--- src/rtl/data_table_ram_responder.sv ---
// rtl/data_table_ram_responder.sv - data-table RAM storage with fixed-latency read responder
//
// Holds the search data table, answers rd_en_i with rd_data_o exactly
// RAM_LATENCY cycles later, accepts insert/delete writes and zeroes the whole
// table after reset before raising init_done_o.
//
// Ports:
//   clk_i          clock
//   rst_n_i        asynchronous reset, active low
//   rd_addr_i      read address
//   rd_en_i        read request, one per cycle, never stalled
//   rd_data_o      read data, holds last value while rd_data_val_o is low
//   rd_data_val_o  rd_en_i delayed by RAM_LATENCY cycles
//   wr_addr_i      write address
//   wr_data_i      write data
//   wr_en_i        write strobe
//   init_done_o    table cleared, writes accepted
//   wr_drop_o      one-cycle pulse after a write was ignored during CLEAR

module data_table_ram_responder #(
    parameter int A_WIDTH        = 4,
    parameter int D_WIDTH        = 32,
    parameter int RAM_LATENCY    = 2,
    parameter bit CLEAR_ON_RESET = 1'b1
) (
    input  logic               clk_i,
    input  logic               rst_n_i,
    input  logic [A_WIDTH-1:0] rd_addr_i,
    input  logic               rd_en_i,
    output logic [D_WIDTH-1:0] rd_data_o,
    output logic               rd_data_val_o,
    input  logic [A_WIDTH-1:0] wr_addr_i,
    input  logic [D_WIDTH-1:0] wr_data_i,
    input  logic               wr_en_i,
    output logic               init_done_o,
    output logic               wr_drop_o
);

    localparam int DEPTH = 2 ** A_WIDTH;

    typedef enum logic {
        ST_CLEAR = 1'b0,
        ST_READY = 1'b1
    } state_t;

    state_t             state_q;
    state_t             state_d;
    logic [A_WIDTH-1:0] clr_addr_q;
    logic               wr_drop_q;
    logic [D_WIDTH-1:0] issue_data;

    logic [D_WIDTH-1:0] mem [DEPTH];

    // Stage 0 captures the issue-cycle result; the last stage drives the outputs.
    logic [D_WIDTH-1:0]     data_pipe [RAM_LATENCY];
    logic [RAM_LATENCY-1:0] val_pipe;

    always_comb begin
        state_d = state_q;
        case (state_q)
            ST_CLEAR: begin
                // Without clearing, the first edge after release goes straight to READY.
                if (!CLEAR_ON_RESET || (clr_addr_q == {A_WIDTH{1'b1}})) begin
                    state_d = ST_READY;
                end
            end
            ST_READY: state_d = ST_READY;
            default:  state_d = ST_CLEAR;
        endcase
    end

    // Result as of the issue cycle. A same-cycle write to the same address wins
    // so the engine sees the table as it stands after this edge. Mid-clear the
    // table is partly stale, so reads return zero instead.
    always_comb begin
        issue_data = '0;
        if (state_q == ST_READY) begin
            if (wr_en_i && (wr_addr_i == rd_addr_i)) begin
                issue_data = wr_data_i;
            end else begin
                issue_data = mem[rd_addr_i];
            end
        end
    end

    always_ff @(posedge clk_i or negedge rst_n_i) begin
        if (!rst_n_i) begin
            state_q    <= ST_CLEAR;
            clr_addr_q <= '0;
            wr_drop_q  <= 1'b0;
            val_pipe   <= '0;
            for (int i = 0; i < RAM_LATENCY; i++) begin
                data_pipe[i] <= '0;
            end
        end else begin
            state_q   <= state_d;
            wr_drop_q <= wr_en_i && (state_q == ST_CLEAR);
            if (state_q == ST_CLEAR) begin
                clr_addr_q <= clr_addr_q + 1'b1;
            end
            val_pipe[0] <= rd_en_i;
            if (rd_en_i) begin
                data_pipe[0] <= issue_data;
            end
            // Data only moves with its valid, so the output holds between results.
            for (int i = 1; i < RAM_LATENCY; i++) begin
                val_pipe[i] <= val_pipe[i-1];
                if (val_pipe[i-1]) begin
                    data_pipe[i] <= data_pipe[i-1];
                end
            end
        end
    end

    // Storage array is not reset; the CLEAR sweep zeroes it instead.
    always_ff @(posedge clk_i) begin
        if (state_q == ST_CLEAR) begin
            if (CLEAR_ON_RESET) begin
                mem[clr_addr_q] <= '0;
            end
        end else if (wr_en_i) begin
            mem[wr_addr_i] <= wr_data_i;
        end
    end

    assign rd_data_o     = data_pipe[RAM_LATENCY-1];
    assign rd_data_val_o = val_pipe[RAM_LATENCY-1];
    assign init_done_o   = (state_q == ST_READY);
    assign wr_drop_o     = wr_drop_q;

endmodule

--- config.mk ---
export PLATFORM = sky130hd
export DESIGN_NAME = data_table_ram_responder
export DESIGN_NICKNAME = d
export VERILOG_FILES = /design/src/rtl/data_table_ram_responder.sv
export SDC_FILE = /design/constraint.sdc
export NUM_CORES = 1
export LEC_CHECK = 0
export BUFFER_PORTS_ARGS = -buffer_cell sky130_fd_sc_hd__buf_4
export CAP_MARGIN = 20
export CORE_MARGIN = 4
export CORE_UTILIZATION = 45
export CTS_CLUSTER_SIZE = 16
export DETAILED_ROUTE_END_ITERATION = 10
export SLEW_MARGIN = 20
export SYNTH_ARGS = -nofsm -noshare
export SYNTH_HDL_FRONTEND = slang
export SYNTH_SLANG_ARGS = --single-unit
--- constraint.sdc ---
create_clock -name clk_i -period 3.35 [get_ports clk_i]
set_input_delay 0.1675 -clock clk_i [delete_from_list [all_inputs] [get_ports clk_i]]
set_output_delay 0.1675 -clock clk_i [all_outputs]
set_load 0.01 [all_outputs]
==> results of run 1 <==
## kinds of logic (layout without fill, tap and decap cells)
logic type | Yosys count | in the layout | share of synthesized area, %
AO/OA/AOI/OAI | 106 | 106 | 3.79
XOR/XNOR | 7 | 7 | 0.267
adder cells (fa/ha/maj) | 1 | 1 | 0.0544
buffers and inverters | 101 | 263 | 3.25
flip-flops | 584 | 584 | 74.7
multiplexers | 161 | 161 | 14.7
AND/OR/NAND/NOR | 136 | 136 | 3.17
## synth_stat cells, types with 2 or more instances
cell type,number
a31oi_1,4
a21oi_1,3
buf_12,12
and3_1,34
xnor2_1,3
a22oi_1,63
mux4_2,92
buf_6,3
mux2_1,30
mux4_1,36
nor3b_1,3
edfxtp_1,512
clkbuf_1,42
dfrtp_1,72
buf_2,3
buf_1,3
nor2_1,19
nand2_1,35
mux2_2,3
nor3_1,2
xor2_1,4
nor2b_1,36
buf_4,34
a221o_1,32
## layer usage
layer / vias to the layer above / wire length [um] / global-route usage, %
met1: 5882 / 21900 / 27.4
met3: 70 / 3560 / 3.51
met5: - / 0 / 0
met2: 368 / 23900 / 29.1
li1: 4753 / - / -
met4: 0 / 1070 / 5.01
## power breakdown
group / switching (mW) / internal, mW
combinational: 0.503 / 0.397
sequential: 0.0684 / 8.06
clock: 2.65 / 3.89
total: 3.22 / 12.3
## layout by cell type, fill, tap and decap left out, types with 9 or more instances in the layout
cell type,netlist,routed
and3_1,34,34
mux4_1,36,36
nor2b_1,36,34
clkbuf_16,0,61
a22oi_1,63,63
a221o_1,32,32
clkbuf_8,1,9
mux2_1,30,30
nor2_4,0,17
clkbuf_1,42,19
mux4_2,92,92
buf_4,34,109
edfxtp_1,512,512
dfrtp_1,72,70
dlygate4sd3_1,0,35
nand2_1,35,35
## critical path: stages, from the launching register on
cell     delay (ps)
dfrtp_2         490
buf_4           490
a41oi_1         490
nor2_4          210
buf_4           510
## metrics by stage
step	utilization [%]	setup slack, ps
floorplan	-	426
global placement	48.0	855
detailed placement	48.0	805
CTS	52.6	794
global route	52.6	657
finish	52.6	772
## area by class of cell
cell class                 count  area, um2  area share [%]
sequential                   584      17200            64.8
timing repair buffer         152       1310            4.96
tap                          672        841            3.17
clock buffer                  88       1710            6.44
inverter                       1       3.75          0.0142
multi-input combinational    411       5220            19.7
clock inverter                22        241           0.911
## worst max-delay path by stage
stage | slack, ps | to | cells past startpoint
floorplan | 430 | mem[11][0]$_DFFE_PP_ | 4
finish | 770 | mem[13][5]$_DFFE_PP_ | 4
detailed placement | 800 | mem[13][17]$_DFFE_PP_ | 4
global route | 660 | mem[13][5]$_DFFE_PP_ | 4
CTS | 790 | mem[13][5]$_DFFE_PP_ | 4
global placement | 860 | mem[13][19]$_DFFE_PP_ | 4
## state kept, by name (all words and copies together) (netlist names)
signal / cells
mem: 512
data_pipe: 32
rd_data_o: 32
clr_addr_q: 4
val_pipe: 2
init_done_o: 1
wr_drop_o: 1
## what timing repair did
item                                    CTS  global route
hold endpoints to repair                106             0
endpoints found under the setup margin    0             0
gates resized for setup                   0             0
hold buffers                             35             0
==> run_results.csv, run 1 <==
group,metric,value,unit
global_routing,overflow,0,
hold_path,hold_class,"in -> async",
drt,drcViolationCount,0,
placement,dpl.hpwl,26900,um
synthesis,ys_top_cells_by_area,"edfxtp_1 67%, mux4_2 9.0%, dfrtp_1 7.8%, mux4_1 4.1%, a22oi_1 2.1%",
setup_path,start_kind,"flop",
clock_network,post_cts_buffers,0,
placement,portBuffers,78,
clock_network,insertion_delay,600,ps
drt,routed_via_density,5.74,
drt,wl_per_cell,26.1,um
clock_network,cts.reportedPaths.clkPinSlew,60,ps
setup_path,worstReg2RegEnd,"mem[13][5]$_DFFE_PP_",
final_layout,finalInstanceArea,26500,um2
timing,finalCritPeriodShare,76.9,%
synthesis,synth_nets,1141,
synthesis,synth-edff-count,512,
die,dieWidth,234,um
clock_network,cts_buffers,58,
drt,dr.pass1.iters,5,
global_routing,grt_usage,18.7,%
synthesis,async_reset_ff_share,12.3,%
clock_network,root_buffer,"clkbuf_16",
pwr,p_leak,9.87,nW
timing,rsz0062_at_grt,"false",
setup_path,worstPathArrival,2800,ps
timing,max_freq,388,MHz
drt,vias,11100,
clock_network,cts_tree,"built",
die,design.core.area,50400,um2
timing,hold_ws,196,ps
timing,clock_skew,17.2,ps
pwr,ir_worst_vdd,0.413,mV
setup_path,cp-end-kind,"flop",
timing,hold_violations,0,
synthesis,yosysTopAreaCell,"edfxtp_1",
placement,gp_congestion,0.716,
clock_network,clockBufferDepth,3,
die,initial_utilization,45.6,%
setup_path,reg2reg_from,"init_done_o$_DFF_PN0_",
timing,slew_headroom,27.3,%
setup_path,rrSetupSlack,770,ps
die,dieArea,54800,um2
timing,setup_viol,0,
placement,placed_cell_area,24200,um2
pwr,power.total,15.6,mW
synthesis,netlist.area_leader.share,66.9,%
synthesis,yosysSeqAreaShare,74.7,%
final_layout,diodes,0,
clock_network,cts.sinks,584,
setup_path,rr_worst_depth,4,
synthesis,yosysWarnings,0,
synthesis,ys.flop_type,"edfxtp_1",
final_layout,final_cell_count_no_fill,1930,
clock_network,htree_levels,2,
drt,final_antenna_net_count,0,
global_routing,grt_start_max_net_pins,75,
timing,max_slew.worst_pin.slew,1090,ps
final_layout,nFillCells,3914,
setup_path,worst_ep_required_time,3570,ps
timing,finalWorstPathRequiredPeriod,2580,ps
synthesis,synth_cells,1096,
global_routing,antenna_found_initial,0,
final_layout,drive_gt1_share,25.7,%
pwr,power_density,587,nW/um2
setup_path,criticalPathCategory,"reg -> reg",
outcome,status,"finished clean",
drt,drt_iter0_drc,975,
placement,placedCellCount,1785,
timing,fin_setup_tns,0,ps
die,die_y,234,um
global_routing,first_global_vias,11400,
timing,report.final.slew_viol_count,0,
final_layout,num-nets-final,1253,
synthesis,netlist_area,23000,um2
job,drv_cap,0,
global_routing,grt_pass1_wl,75000,um
synthesis,avgSynthCellArea,21.0,um2
die,num_rows,82,
setup_path,path_max_fanout,38,
setup_path,cp-startpoint,"init_done_o$_DFF_PN0_",
synthesis,synth_seq_cells,584,
synthesis,synth.distinct_cells,40,
final_layout,syn_to_final_growth,15.3,%
drt,routed_wl,50400,um
die,ioPinCount,79,
Power figures use the tool's default switching activity.
==> run 2: changes to the inputs <==
==> constraint.sdc (replaced) <==
create_clock -name clk_i -period 2.3 [get_ports clk_i]
set_input_delay 0.115 -clock clk_i [delete_from_list [all_inputs] [get_ports clk_i]]
set_output_delay 0.115 -clock clk_i [all_outputs]
set_load 0.01 [all_outputs]
==> run_results.csv, run 2 (same netlist as run 1, synthesis figures left out) <==
group,metric,value,unit
setup_path,cpLargestDelayFamily,"compound AO/OA/AOI/OAI gates",
final_layout,nFillCells,3884,
timing,report.final.slew_viol_count,0,
pwr,p_comb_share,5.9,%
global_routing,first_global_vias,11800,
pwr,clockPowerShare,43.1,%
clock_network,clockBufferDepth,3,
outcome,status,"finished clean",
final_layout,finalInstanceArea,27000,um2
timing,hold_ws,39.1,ps
timing,finalCritPeriodShare,93.4,%
placement,gp_congestion,0.740,
setup_path,rrSetupSlack,150,ps
die,die_y,234,um
setup_path,cp_slowest_cell,"a21oi_1",
pwr,power.total,23.2,mW
timing,hold_violations,0,
pwr,power_density,860,nW/um2
global_routing,grt_usage,19.9,%
clock_network,ctsResizeCount,0,
die,ioPinCount,79,
setup_path,crit_chain,"and2_0, nor3_1, a21oi_1, nor2_4, buf_12",
pwr,p_seq_share,50.9,%
pwr,p_switching,4.88,mW
clock_network,cts_buffers,59,
hold_path,hold_class,"in -> async",
setup_path,path_max_fanout,23,
timing,finalWorstPathRequiredPeriod,2150,ps
drt,drt_iter0_drc,1082,
final_layout,num-nets-final,1276,
placement,dpl.hpwl,30100,um
drt,drcViolationCount,0,
setup_path,cp-end-kind,"flop",
global_routing,grt_pass1_wl,79500,um
timing,max_slew.worst_pin.slew,1140,ps
clock_network,root_buffer,"clkbuf_16",
final_layout,syn_to_final_growth,17.5,%
placement,portBuffers,78,
final_layout,drive_gt1_share,27.5,%
die,num_rows,82,
pwr,intPower,18.4,mW
die,design.core.area,50400,um2
timing,rsz0062_at_grt,"false",
die,dieArea,54800,um2
drt,vias,11300,
drt,dr.pass1.iters,5,
global_routing,grt_start_max_net_pins,57,
setup_path,criticalPathCategory,"reg -> reg",
setup_path,crit_buf_inv,1,
clock_network,cts.sinks,584,
placement,placed_cell_area,24600,um2
pwr,ir_worst_vdd,0.543,mV
timing,setup_viol,0,
final_layout,layout_common_cells,"512 x edfxtp_1, 113 x buf_4, 92 x mux4_2",
setup_path,worstPathArrival,2500,ps
die,dieWidth,234,um
pwr,swShare,21.0,%
global_routing,overflow,0,
timing,max_freq,465,MHz
clock_network,cts_tree,"built",
global_routing,antenna_found_initial,2,
clock_network,insertion_delay,620,ps
clock_network,htree_levels,2,
setup_path,rr_worst_depth,5,
final_layout,largest_reg_flops,512,
drt,routed_wl,53500,um
setup_path,start_kind,"flop",
drt,routed_via_density,5.81,
timing,slew_headroom,24.0,%
job,drv_cap,0,
setup_path,max_stage_delay,680,ps
drt,wl_per_cell,27.4,um
die,initial_utilization,45.6,%
timing,clock_skew,10.2,ps
drt,final_antenna_net_count,0,
setup_path,worst_ep_required_time,2650,ps
clock_network,cts.reportedPaths.clkPinSlew,60,ps
pwr,p_leak,10.1,nW
final_layout,final_common_cell,"edfxtp_1",
final_layout,regMostFlops,"mem",
setup_path,crit_cells,5,
-- run 2: final timing paths --
path,startpoint,endpoint
min in group clk_i,wr_en_i,wr_drop_o$_DFF_PN0_
max reg2reg,init_done_o$_DFF_PN0_,mem[12][19]$_DFFE_PP_
min reg2reg,rd_data_o[2]$_DFFE_PN0P_,rd_data_o[2]$_DFFE_PN0P_
min,rst_n_i,val_pipe[0]$_DFF_PN0_
max in group asynchronous,rst_n_i,data_pipe[49]$_DFFE_PN0P_
max,init_done_o$_DFF_PN0_,mem[12][19]$_DFFE_PP_
-- run 2: metal layers --
metal / track usage (%) / wire length (um)
met4: 4.85 / 923
met2: 32.0 / 25900
met3: 2.92 / 3030
met5: 0 / 0
met1: 29.3 / 23600
-- run 2: layout make-up --
cell class              instances  area [um2]  share of cell area [%]
repair buffers                174        1720                    6.38
clock inverters                38         457                    1.69
flip-flops and latches        584       17200                    63.6
inverters                       1        3.75                  0.0139
well taps                     672         841                    3.11
diodes                          2        5.00                  0.0185
clock buffers                  71        1580                    5.86
multi-input cells             411        5220                    19.3
-- run 2: power groups by stage --
stage	logic (mW)	registers (mW)	clock network (mW)
final	1.38	11.8	10.0
after global routing	1.50	11.8	10.6
after CTS	1.41	11.8	10.2
after detailed placement	1.36	12.1	0
after global placement	1.33	12.1	0
after floorplan	0.913	12.0	0
-- run 2: what timing repair did --
action | in CTS | in global routing
hold endpoints to repair | 104 | 0
hold buffers | 34 | 0
setup buffers | 0 | 0
-- run 2: stage by stage --
stage	utilization [%]	setup TNS [ps]	worst slack (ps)	instances
after global routing	53.6	0	56.1	1953
after CTS	53.6	0	165	1951
after detailed placement	48.9	0	189	1808
final	53.6	0	151	1953
after global placement	48.9	0	145	1808
after floorplan	-	-35810	-167	1096
==> run 3: changes to the inputs <==
==> constraint.sdc (replaced) <==
create_clock -name clk_i -period 1.95 [get_ports clk_i]
set_input_delay 0.0975 -clock clk_i [delete_from_list [all_inputs] [get_ports clk_i]]
set_output_delay 0.0975 -clock clk_i [all_outputs]
set_load 0.01 [all_outputs]
==> run_results.csv, run 3 (same netlist as run 1, synthesis figures left out) <==
group,metric,value,unit
outcome,status,"finished clean",
die,dieArea,54800,um2
final_layout,seq_area,17200,um2
final_layout,largest_reg_flops,512,
die,design.core.area,50400,um2
timing,report.final.slew_viol_count,0,
timing,finalCritPeriodShare,97.3,%
clock_network,root_buffer,"clkbuf_16",
global_routing,grt_usage,20.0,%
timing,finalWorstPathRequiredPeriod,1900,ps
setup_path,rrSetupSlack,50,ps
clock_network,insertion_delay,630,ps
placement,portBuffers,78,
placement,dpl.hpwl,31200,um
drt,routed_via_density,5.81,
final_layout,nFillCells,3858,
timing,max_slew.worst_pin.slew,1090,ps
final_layout,diodes,0,
die,ioPinCount,79,
timing,clock_skew,30.6,ps
setup_path,criticalPathCategory,"reg -> reg",
timing,setup_viol,0,
global_routing,first_global_vias,11900,
clock_network,cts_buffers,60,
clock_network,cts.reportedPaths.clkPinSlew,60,ps
final_layout,drive_gt1_share,30.1,%
setup_path,worstPathArrival,2440,ps
timing,hold_ws,132,ps
pwr,p_leak,10.3,nW
timing,max_freq,527,MHz
clock_network,post_cts_buffers,0,
final_layout,syn_to_final_growth,19.0,%
pwr,ir_worst_vdd,0.699,mV
drt,dr.pass1.iters,5,
global_routing,overflow,0,
drt,drcViolationCount,0,
final_layout,layout_common_cells,"512 x edfxtp_1, 125 x buf_4, 92 x mux4_2",
placement,gp_congestion,0.739,
drt,wl_per_cell,27.2,um
die,initial_utilization,45.6,%
job,drv_cap,0,
setup_path,start_kind,"flop",
drt,vias,11500,
clock_network,cts_tree,"built",
final_layout,regMostFlops,"mem",
pwr,power_density,977,nW/um2
setup_path,worstReg2RegEnd,"data_pipe[44]$_DFFE_PN0P_",
setup_path,worst_ep_required_time,2500,ps
clock_network,clockBufferDepth,3,
global_routing,grt_start_max_net_pins,45,
die,dieWidth,234,um
timing,rsz0062_at_grt,"false",
drt,final_antenna_net_count,0,
drt,drt_iter0_drc,1077,
setup_path,path_max_fanout,18,
global_routing,grt_pass1_wl,79700,um
timing,fin_setup_tns,0,ps
die,num_rows,82,
setup_path,reg2reg_from,"init_done_o$_DFF_PN0_",
setup_path,rr_worst_depth,5,
hold_path,hold_class,"in -> async",
setup_path,cp-end-kind,"flop",
global_routing,antenna_found_initial,0,
clock_network,htree_levels,2,
final_layout,num-nets-final,1304,
timing,hold_violations,0,
die,die_y,234,um
clock_network,cts.sinks,584,
drt,routed_wl,53900,um
timing,slew_headroom,27.2,%
final_layout,final_common_cell,"edfxtp_1",
final_layout,multi_input_area,5300,um2
-- run 3: changes by cell type in the layout (fill, tap and decap cells not counted), sizes merged --
cell	delta
buf	+27
bufinv	-8
clkbuf	+12
clkinv	-1
clkinvlp	+1
diode	-2
inv	+1
-- run 3: how the worst max path moves through the flow --
stage                                      from                   endpoint  slack [ps]  cells past startpoint
after detailed placement           rd_addr_i[0]  data_pipe[50]$_DFFE_PN0P_        -100                      7
after floorplan           init_done_o$_DFF_PN0_       mem[12][0]$_DFFE_PP_         -20                      5
after CTS                 init_done_o$_DFF_PN0_  data_pipe[44]$_DFFE_PN0P_         0.8                      5
final                     init_done_o$_DFF_PN0_  data_pipe[44]$_DFFE_PN0P_          50                      5
after global routing      init_done_o$_DFF_PN0_      mem[15][18]$_DFFE_PP_           9                      5
after global placement             rd_addr_i[0]  data_pipe[50]$_DFFE_PN0P_        -100                      7
-- run 3: critical path, cell delays in order (launching register included) --
cell and delay (ps):
dfrtp_2 420, buf_4 340, nand2_1 150, a21oi_4 440, buf_4 290, a221o_1 170
-- run 3: through the flow --
stage	utilization, %	instance area [um2]	power (mW)	worst slack [ps]	std cells
after floorplan	-	23200	15.2	-22.2	1096
after global placement	49.7	25100	15.9	-98.2	1834
after detailed placement	49.7	25100	15.9	-95.1	1834
after CTS	54.3	27300	27.0	0.806	1983
after global routing	54.3	27400	27.6	8.61	1983
final	54.3	27400	26.7	53.5	1983
-- run 3: where the power goes --
part,internal (mW),switching (mW)
logic,0.782,0.934
clock network,6.30,4.78
registers,13.8,0.105
total,20.9,5.82
-- run 3: repair_timing --
item                                    4_1_cts  5_1_grt
hold buffers                                 35        0
gates cloned                                  0        0
resized for setup                             1        2
endpoints found under the hold margin       137        0
pin swaps                                     0        0
endpoints found under the setup margin      126       40
-- run 3: area by class of cell --
class,count,share of cell area [%]
sequential,584,62.8
clock buffer,83,6.13
inverter,1,0.0137
tap,672,3.07
clock inverter,31,0.887
multi-input combinational,411,19.4
timing repair buffer,201,7.73
-- run 3: per-layer routing --
metal / part of all wire, % / wire (um) / GRT usage [%]
met5: 0 / 0 / 0
met1: 44 / 23800 / 28.7
met4: 2.4 / 1290 / 5.27
met3: 5.2 / 2830 / 2.95
met2: 48 / 26000 / 32.6
